==> src/rtl/comma_aligner_pkg.sv <==
// Shared RX definitions: K28.5 comma codes, the alignment FSM state type and
// the helper that extracts one 10b symbol from the 20-bit search window.
package comma_aligner_pkg;

  localparam logic [9:0] K28_5_RDN = 10'h0FA;
  localparam logic [9:0] K28_5_RDP = 10'h305;

  typedef enum logic [1:0] {
    ST_UNLOCKED = 2'd0,
    ST_CHECK    = 2'd1,
    ST_LOCKED   = 2'd2
  } rx_state_t;

  // Offset k selects window[19-k -: 10]; bit 19 is the earliest received bit.
  function automatic logic [9:0] symbol_at(input logic [19:0] window,
                                           input logic [3:0]  offset);
    logic [19:0] shifted;
    shifted = window << offset;
    return shifted[19:10];
  endfunction

  function automatic logic is_comma(input logic [9:0] sym);
    return (sym == K28_5_RDN) || (sym == K28_5_RDP);
  endfunction

endpackage

==> src/rtl/comma_aligner_search.sv <==
// Parallel K28.5 search over all ten bit offsets of the 20-bit window.
// When several offsets match, the lowest offset is reported.
module comma_search
  import comma_aligner_pkg::*;
(
  input  logic [19:0] window,
  output logic        found,
  output logic [3:0]  offset
);

  always_comb begin
    found  = 1'b0;
    offset = 4'd0;
    // Walk from the highest offset down so the lowest match is written last.
    for (int k = 9; k >= 0; k--) begin
      if (is_comma(symbol_at(window, 4'(k)))) begin
        found  = 1'b1;
        offset = 4'(k);
      end
    end
  end

endmodule

==> src/rtl/comma_aligner.sv <==
// Symbol aligner for a 10b deserializer: finds K28.5 commas at any bit offset,
// qualifies the offset over several commas, then emits aligned symbols.
module comma_aligner
  import comma_aligner_pkg::*;
#(
  parameter int DATA_WIDTH   = 10,
  parameter int LOCK_COUNT   = 3,
  parameter int UNLOCK_COUNT = 4
) (
  input  logic                  clk,
  input  logic                  rst_n,
  input  logic [DATA_WIDTH-1:0] data_in,
  output logic [DATA_WIDTH-1:0] data_out,
  output logic                  data_valid,
  output logic                  symbol_lock,
  output logic                  comma_det,
  output logic [3:0]            align_offset,
  output rx_state_t             fsm_state
);

  localparam int LCNT_W = $clog2(LOCK_COUNT + 1);
  localparam int MCNT_W = $clog2(UNLOCK_COUNT + 1);
  localparam logic [LCNT_W-1:0] LCNT_MAX = '1;
  localparam logic [MCNT_W-1:0] MCNT_MAX = '1;

  logic [DATA_WIDTH-1:0]   word_q;
  logic [2*DATA_WIDTH-1:0] window;
  logic                    found;
  logic [3:0]              found_offset;
  logic                    hit;

  rx_state_t               state_q, state_d;
  logic [3:0]              offset_d;
  logic [LCNT_W-1:0]       lock_cnt, lock_cnt_d;
  logic [MCNT_W-1:0]       miss_cnt, miss_cnt_d;

  logic [DATA_WIDTH-1:0]   data_out_d;
  logic                    lock_d;
  logic                    comma_det_d;

  assign window    = {word_q, data_in};
  assign hit       = found && (found_offset == align_offset);
  assign fsm_state = state_q;

  comma_search u_search (
    .window (window),
    .found  (found),
    .offset (found_offset)
  );

  // State register
  always_ff @(posedge clk or negedge rst_n) begin
    if (!rst_n) begin
      state_q      <= ST_UNLOCKED;
      align_offset <= 4'd0;
      lock_cnt     <= '0;
      miss_cnt     <= '0;
    end else begin
      state_q      <= state_d;
      align_offset <= offset_d;
      lock_cnt     <= lock_cnt_d;
      miss_cnt     <= miss_cnt_d;
    end
  end

  // Next-state logic; cycles without any comma hold all counters.
  always_comb begin
    state_d    = state_q;
    offset_d   = align_offset;
    lock_cnt_d = lock_cnt;
    miss_cnt_d = miss_cnt;
    case (state_q)
      ST_UNLOCKED: begin
        if (found) begin
          offset_d   = found_offset;
          lock_cnt_d = LCNT_W'(1);
          state_d    = (LOCK_COUNT <= 1) ? ST_LOCKED : ST_CHECK;
        end
      end
      ST_CHECK: begin
        if (found) begin
          if (hit) begin
            if (lock_cnt != LCNT_MAX) lock_cnt_d = lock_cnt + 1'b1;
            if (int'(lock_cnt) + 1 >= LOCK_COUNT) state_d = ST_LOCKED;
          end else begin
            offset_d   = found_offset;
            lock_cnt_d = LCNT_W'(1);
          end
        end
      end
      ST_LOCKED: begin
        if (found) begin
          if (hit) begin
            miss_cnt_d = '0;
          end else begin
            if (miss_cnt != MCNT_MAX) miss_cnt_d = miss_cnt + 1'b1;
            if (int'(miss_cnt) + 1 >= UNLOCK_COUNT) begin
              state_d    = ST_UNLOCKED;
              miss_cnt_d = '0;
            end
          end
        end
      end
      default: state_d = ST_UNLOCKED;
    endcase
  end

  // Outputs follow the offset being adopted this edge, so the comma that
  // completes lock is itself the first valid symbol.
  always_comb begin
    data_out_d  = symbol_at(window, offset_d);
    lock_d      = (state_d == ST_LOCKED);
    comma_det_d = (state_q == ST_LOCKED) && hit;
  end

  always_ff @(posedge clk or negedge rst_n) begin
    if (!rst_n) begin
      word_q      <= '0;
      data_out    <= '0;
      data_valid  <= 1'b0;
      symbol_lock <= 1'b0;
      comma_det   <= 1'b0;
    end else begin
      word_q      <= data_in;
      data_out    <= data_out_d;
      data_valid  <= lock_d;
      symbol_lock <= lock_d;
      comma_det   <= comma_det_d;
    end
  end

endmodule

==> config.mk <==
export PLATFORM = sky130hd
export DESIGN_NAME = comma_aligner
export DESIGN_NICKNAME = d
export VERILOG_FILES = /design/src/rtl/comma_aligner_pkg.sv /design/src/rtl/comma_aligner_search.sv /design/src/rtl/comma_aligner.sv
export SDC_FILE = /design/constraint.sdc
export NUM_CORES = 1
export LEC_CHECK = 0
export CORE_ASPECT_RATIO = 0.6
export CORE_MARGIN = 2
export CORE_UTILIZATION = 25
export DETAILED_ROUTE_END_ITERATION = 8
export DONT_BUFFER_PORTS = 1
export PLACE_DENSITY = 0.48
export SLEW_MARGIN = 0
export SYNTH_ARGS = -nofsm -noshare
export SYNTH_HDL_FRONTEND = slang
export SYNTH_SLANG_ARGS = --single-unit
export TNS_END_PERCENT = 100
==> constraint.sdc <==
create_clock -name clk -period 3.5 [get_ports clk]
set_clock_uncertainty 0.1 [all_clocks]
set_input_delay 0.35 -clock clk [delete_from_list [all_inputs] [get_ports clk]]
set_output_delay 0.35 -clock clk [all_outputs]
set_load 0.03 [all_outputs]
==> impl_results.md <==
* Logic gate share of total power at 0.234
* Initial Util at 0.2565
* Commonest non-fill, non-tap cells in the layout: 36 x buf_4, 33 x nand2_1, 32 x dfrtp_1
* Reg-to-Reg Start: word_q[1]$_DFF_PN0_
* Power share of the clock group at 0.370
* Vias in the first global route at approximately 2.3k
* Fin crit period at 3.549 ns
* Core Box Area at just under 0.01 sq mm
* Reg2Reg Depth at 15
* Die ar. at 0.01091 sq mm
* Ports at 31
* Worst Setup Slack, final at -0.04947 ns
* Synth Register Bits at 33
* Hold Path Origin: data_in[0]
* Net Sw Frac at 0.3449
* # rows at 28
* Yosys cell types at 61
* Nets@finish at ~330
* HP Class: in2reg
* Place WS at -0.2152 ns
* Net load switching power at just over 500 uW
* DRC at 0
* Setup crit start kind: flip-flop
* Number of flops mapped to enable cells by yosys at 0
* Sum Neg Setup Slack at -0.2652 ns
* Syn-to-layout area delta at 39.38%
* Yosys warns at 0
* Clock sink count at 33
* Synth Instances at 268
* Die height at 81.71 um
* RSZ-0062 raised after global routing: yes
* Post-Route WL at ~9 mm
* Hold path depth at 4
* Placer Congestion at 0.8197
* Most common cell after layout, fill and taps aside: buf_4
* Peak supply drop at approximately 0.16 mV
* GR Overflow Total at 0
* Initial antenna violation count at 0
* Crit Path Class: reg2reg
* Share of cells above drive strength 1 at 0.3143
* Footprint of the multi-input gates at ~0.0018 sq mm
* Final setup viols at 10
* Diode count at 0
* Critical Path RT at around 3.6 ns
* DRT Pass-1 Iters at 5
* Post-route ant nets at 0
* Mapped cell area at 0.002516 sq mm
* Max H-tree Level at 2
* Root buf cell: clkbuf_16
* CTS Buf Count at 5
* Max clock buf depth at 2
* First-pass GRT wire length at between 10 and 15 mm
* Post-DR vias/cell at between 5 and 6
* Register area at between 800 and 900 sq um
* Final hold violation count at 0
* CP max FO at 12
* Initial DRC count at between 300 and 400
* TritonCTS clock tree: yes
* Final worst path period share at 1.014
* Port bufs at 0
* Avg WL per Cell at just under 20 um
* Pins Over Slew Limit at 0
* Post-detail-place hpwl at 5.690 mm
* Global-route usage over all layers at 0.1593
* Max_slew headroom at 0.6219
* Post-synthesis sequential area ratio at 0.3282
* Crit path from: word_q[1]$_DFF_PN0_
* Pin count of the biggest net entering global routing at 34
* Syn nets at roughly 290
* FILL cells at ~1,000
* Pint at 957.7 uW
* Achievable Freq at about 280 MHz
* Avg Cell Area, Syn at 9.389 sq um
* Max cap viols at 0
* Later-pin clock latency in the skew report at roughly 0.29 ns
* Async SR Flop Fraction at 1.000
* Main synth FF type: dfrtp_1
* P_leak at 1.422 nW
* Failing checks: setup timing
* Status: finished, violations left
* Worst slew pin tran at 0.5671 ns
* Post-Route Hold Slack at between 0.2 and 0.3 ns
* Critical path capture point type: flip-flop
* Pwr Density at ~420 mW/mm^2
* Seq pwr share at 0.396
* WP data arrival at approximately 3.6 ns
* Die width at ~130 um
* DR vias at between 2k and 2.5k
* Clock slew at reported path FFs at about 0.06 ns
flip-flops by register name, indices dropped and copies added (netlist names):
| name | flops |
|---|---|
| symbol_lock | 1 |
| data_out | 10 |
| fsm_state | 2 |
| miss_cnt | 3 |
| comma_det | 1 |
| word_q | 10 |
| lock_cnt | 2 |
| align_offset | 4 |
through the flow:
step           cells  instance area [sq um]    util  total power [mW]
2_1_floorplan    268                   2516       -            0.7504
3_3_place_gp     421                   2888  0.2944            0.8743
3_5_place_dp     421                   2888  0.2944            0.8727
4_1_cts          448                   3353  0.3418             1.457
5_1_grt          450                   3507  0.3575             1.522
6_report         450                   3507  0.3575             1.462
cells by family (layout without fill, tap and decap cells):
| kind of cell | count (synthesis) | after routing | synth area share |
|---|---|---|---|
| AO/OA/AOI/OAI | 50 | 50 | 0.1626 |
| buffers and inverters | 24 | 69 | 0.05072 |
| flip-flops | 33 | 33 | 0.3282 |
| adder cells (fa/ha/maj) | 5 | 5 | 0.02486 |
| AND/OR/NAND/NOR | 115 | 115 | 0.2690 |
| multiplexers | 39 | 41 | 0.1576 |
| XOR/XNOR | 2 | 2 | 0.006963 |
worst max-delay path, stage by stage (launching register included):
cell and delay, ns:
dfrtp_1 0.39, buf_6 0.16, and3b_2 0.24, a22oi_1 0.18, o22a_1 0.24, buf_4 0.14
nand4_2 0.14, a21oi_2 0.20, o211ai_4 0.12, o41ai_4 0.23, buf_6 0.18, mux2_4 0.42
mux2i_2 0.25, mux2i_1 0.13, a22oi_1 0.22, nand2_1 0.08
power groups by stage:
| stage | clock network, mW | logic, mW | registers, mW |
|---|---|---|---|
| 6_report | 0.541 | 0.342 | 0.579 |
| 5_1_grt | 0.565 | 0.370 | 0.586 |
| 4_1_cts | 0.553 | 0.325 | 0.580 |
| 3_5_place_dp | 0 | 0.287 | 0.586 |
| 3_3_place_gp | 0 | 0.289 | 0.586 |
| 2_1_floorplan | 0 | 0.184 | 0.566 |
final cells by class:
cell class	instances	area share
clock inverter	2	0.01070
tap	135	0.04816
multi-input combinational	213	0.5152
sequential	33	0.2358
inverter	6	0.006422
timing repair buffer	55	0.1441
clock buffer	6	0.03960
what timing repair did:
action                     4_1_cts  5_1_grt
hold endpoints to repair        43        0
gates cloned                     2        0
hold buffers                    12        0
setup endpoints to repair       10       10
setup buffers                    5        2
resized for setup               23       26
pin swaps                        9        5
path summary, 6_finish.rpt:
kind                       slack [ns]                       to
max in group asynchronous        2.69      word_q[0]$_DFF_PN0_
min reg2reg                      0.45  miss_cnt[2]$_DFFE_PN0P_
max reg2reg                     -0.05    data_out[9]$_DFF_PN0_
min                              0.28    data_out[3]$_DFF_PN0_
max                             -0.05    data_out[9]$_DFF_PN0_
min in group asynchronous        0.40  miss_cnt[2]$_DFFE_PN0P_
Yosys cell counts, types with 5 or more instances:
| cell type | n | share of area |
|---|---|---|
| a22oi_1 | 15 | 0.045 |
| a32oi_1 | 6 | 0.021 |
| buf_2 | 7 | 0.014 |
| clkbuf_1 | 6 | 0.0090 |
| dfrtp_1 | 33 | 0.33 |
| ha_1 | 5 | 0.025 |
| inv_1 | 5 | 0.0075 |
| mux2i_1 | 37 | 0.15 |
| nand2_1 | 33 | 0.049 |
| nor2_1 | 18 | 0.027 |
| nor3_1 | 8 | 0.016 |
| o21ai_0 | 5 | 0.0099 |
per-layer routing:
layer  GRT usage  up-vias  share of wire
li1            -     1113              -
met1      0.2461     1156           0.51
met2      0.2036      103           0.39
met3     0.04877        8          0.093
met4     0.04894        0         0.0098
met5           0        -              0
No activity file was read; power rests on OpenSTA's default activity.
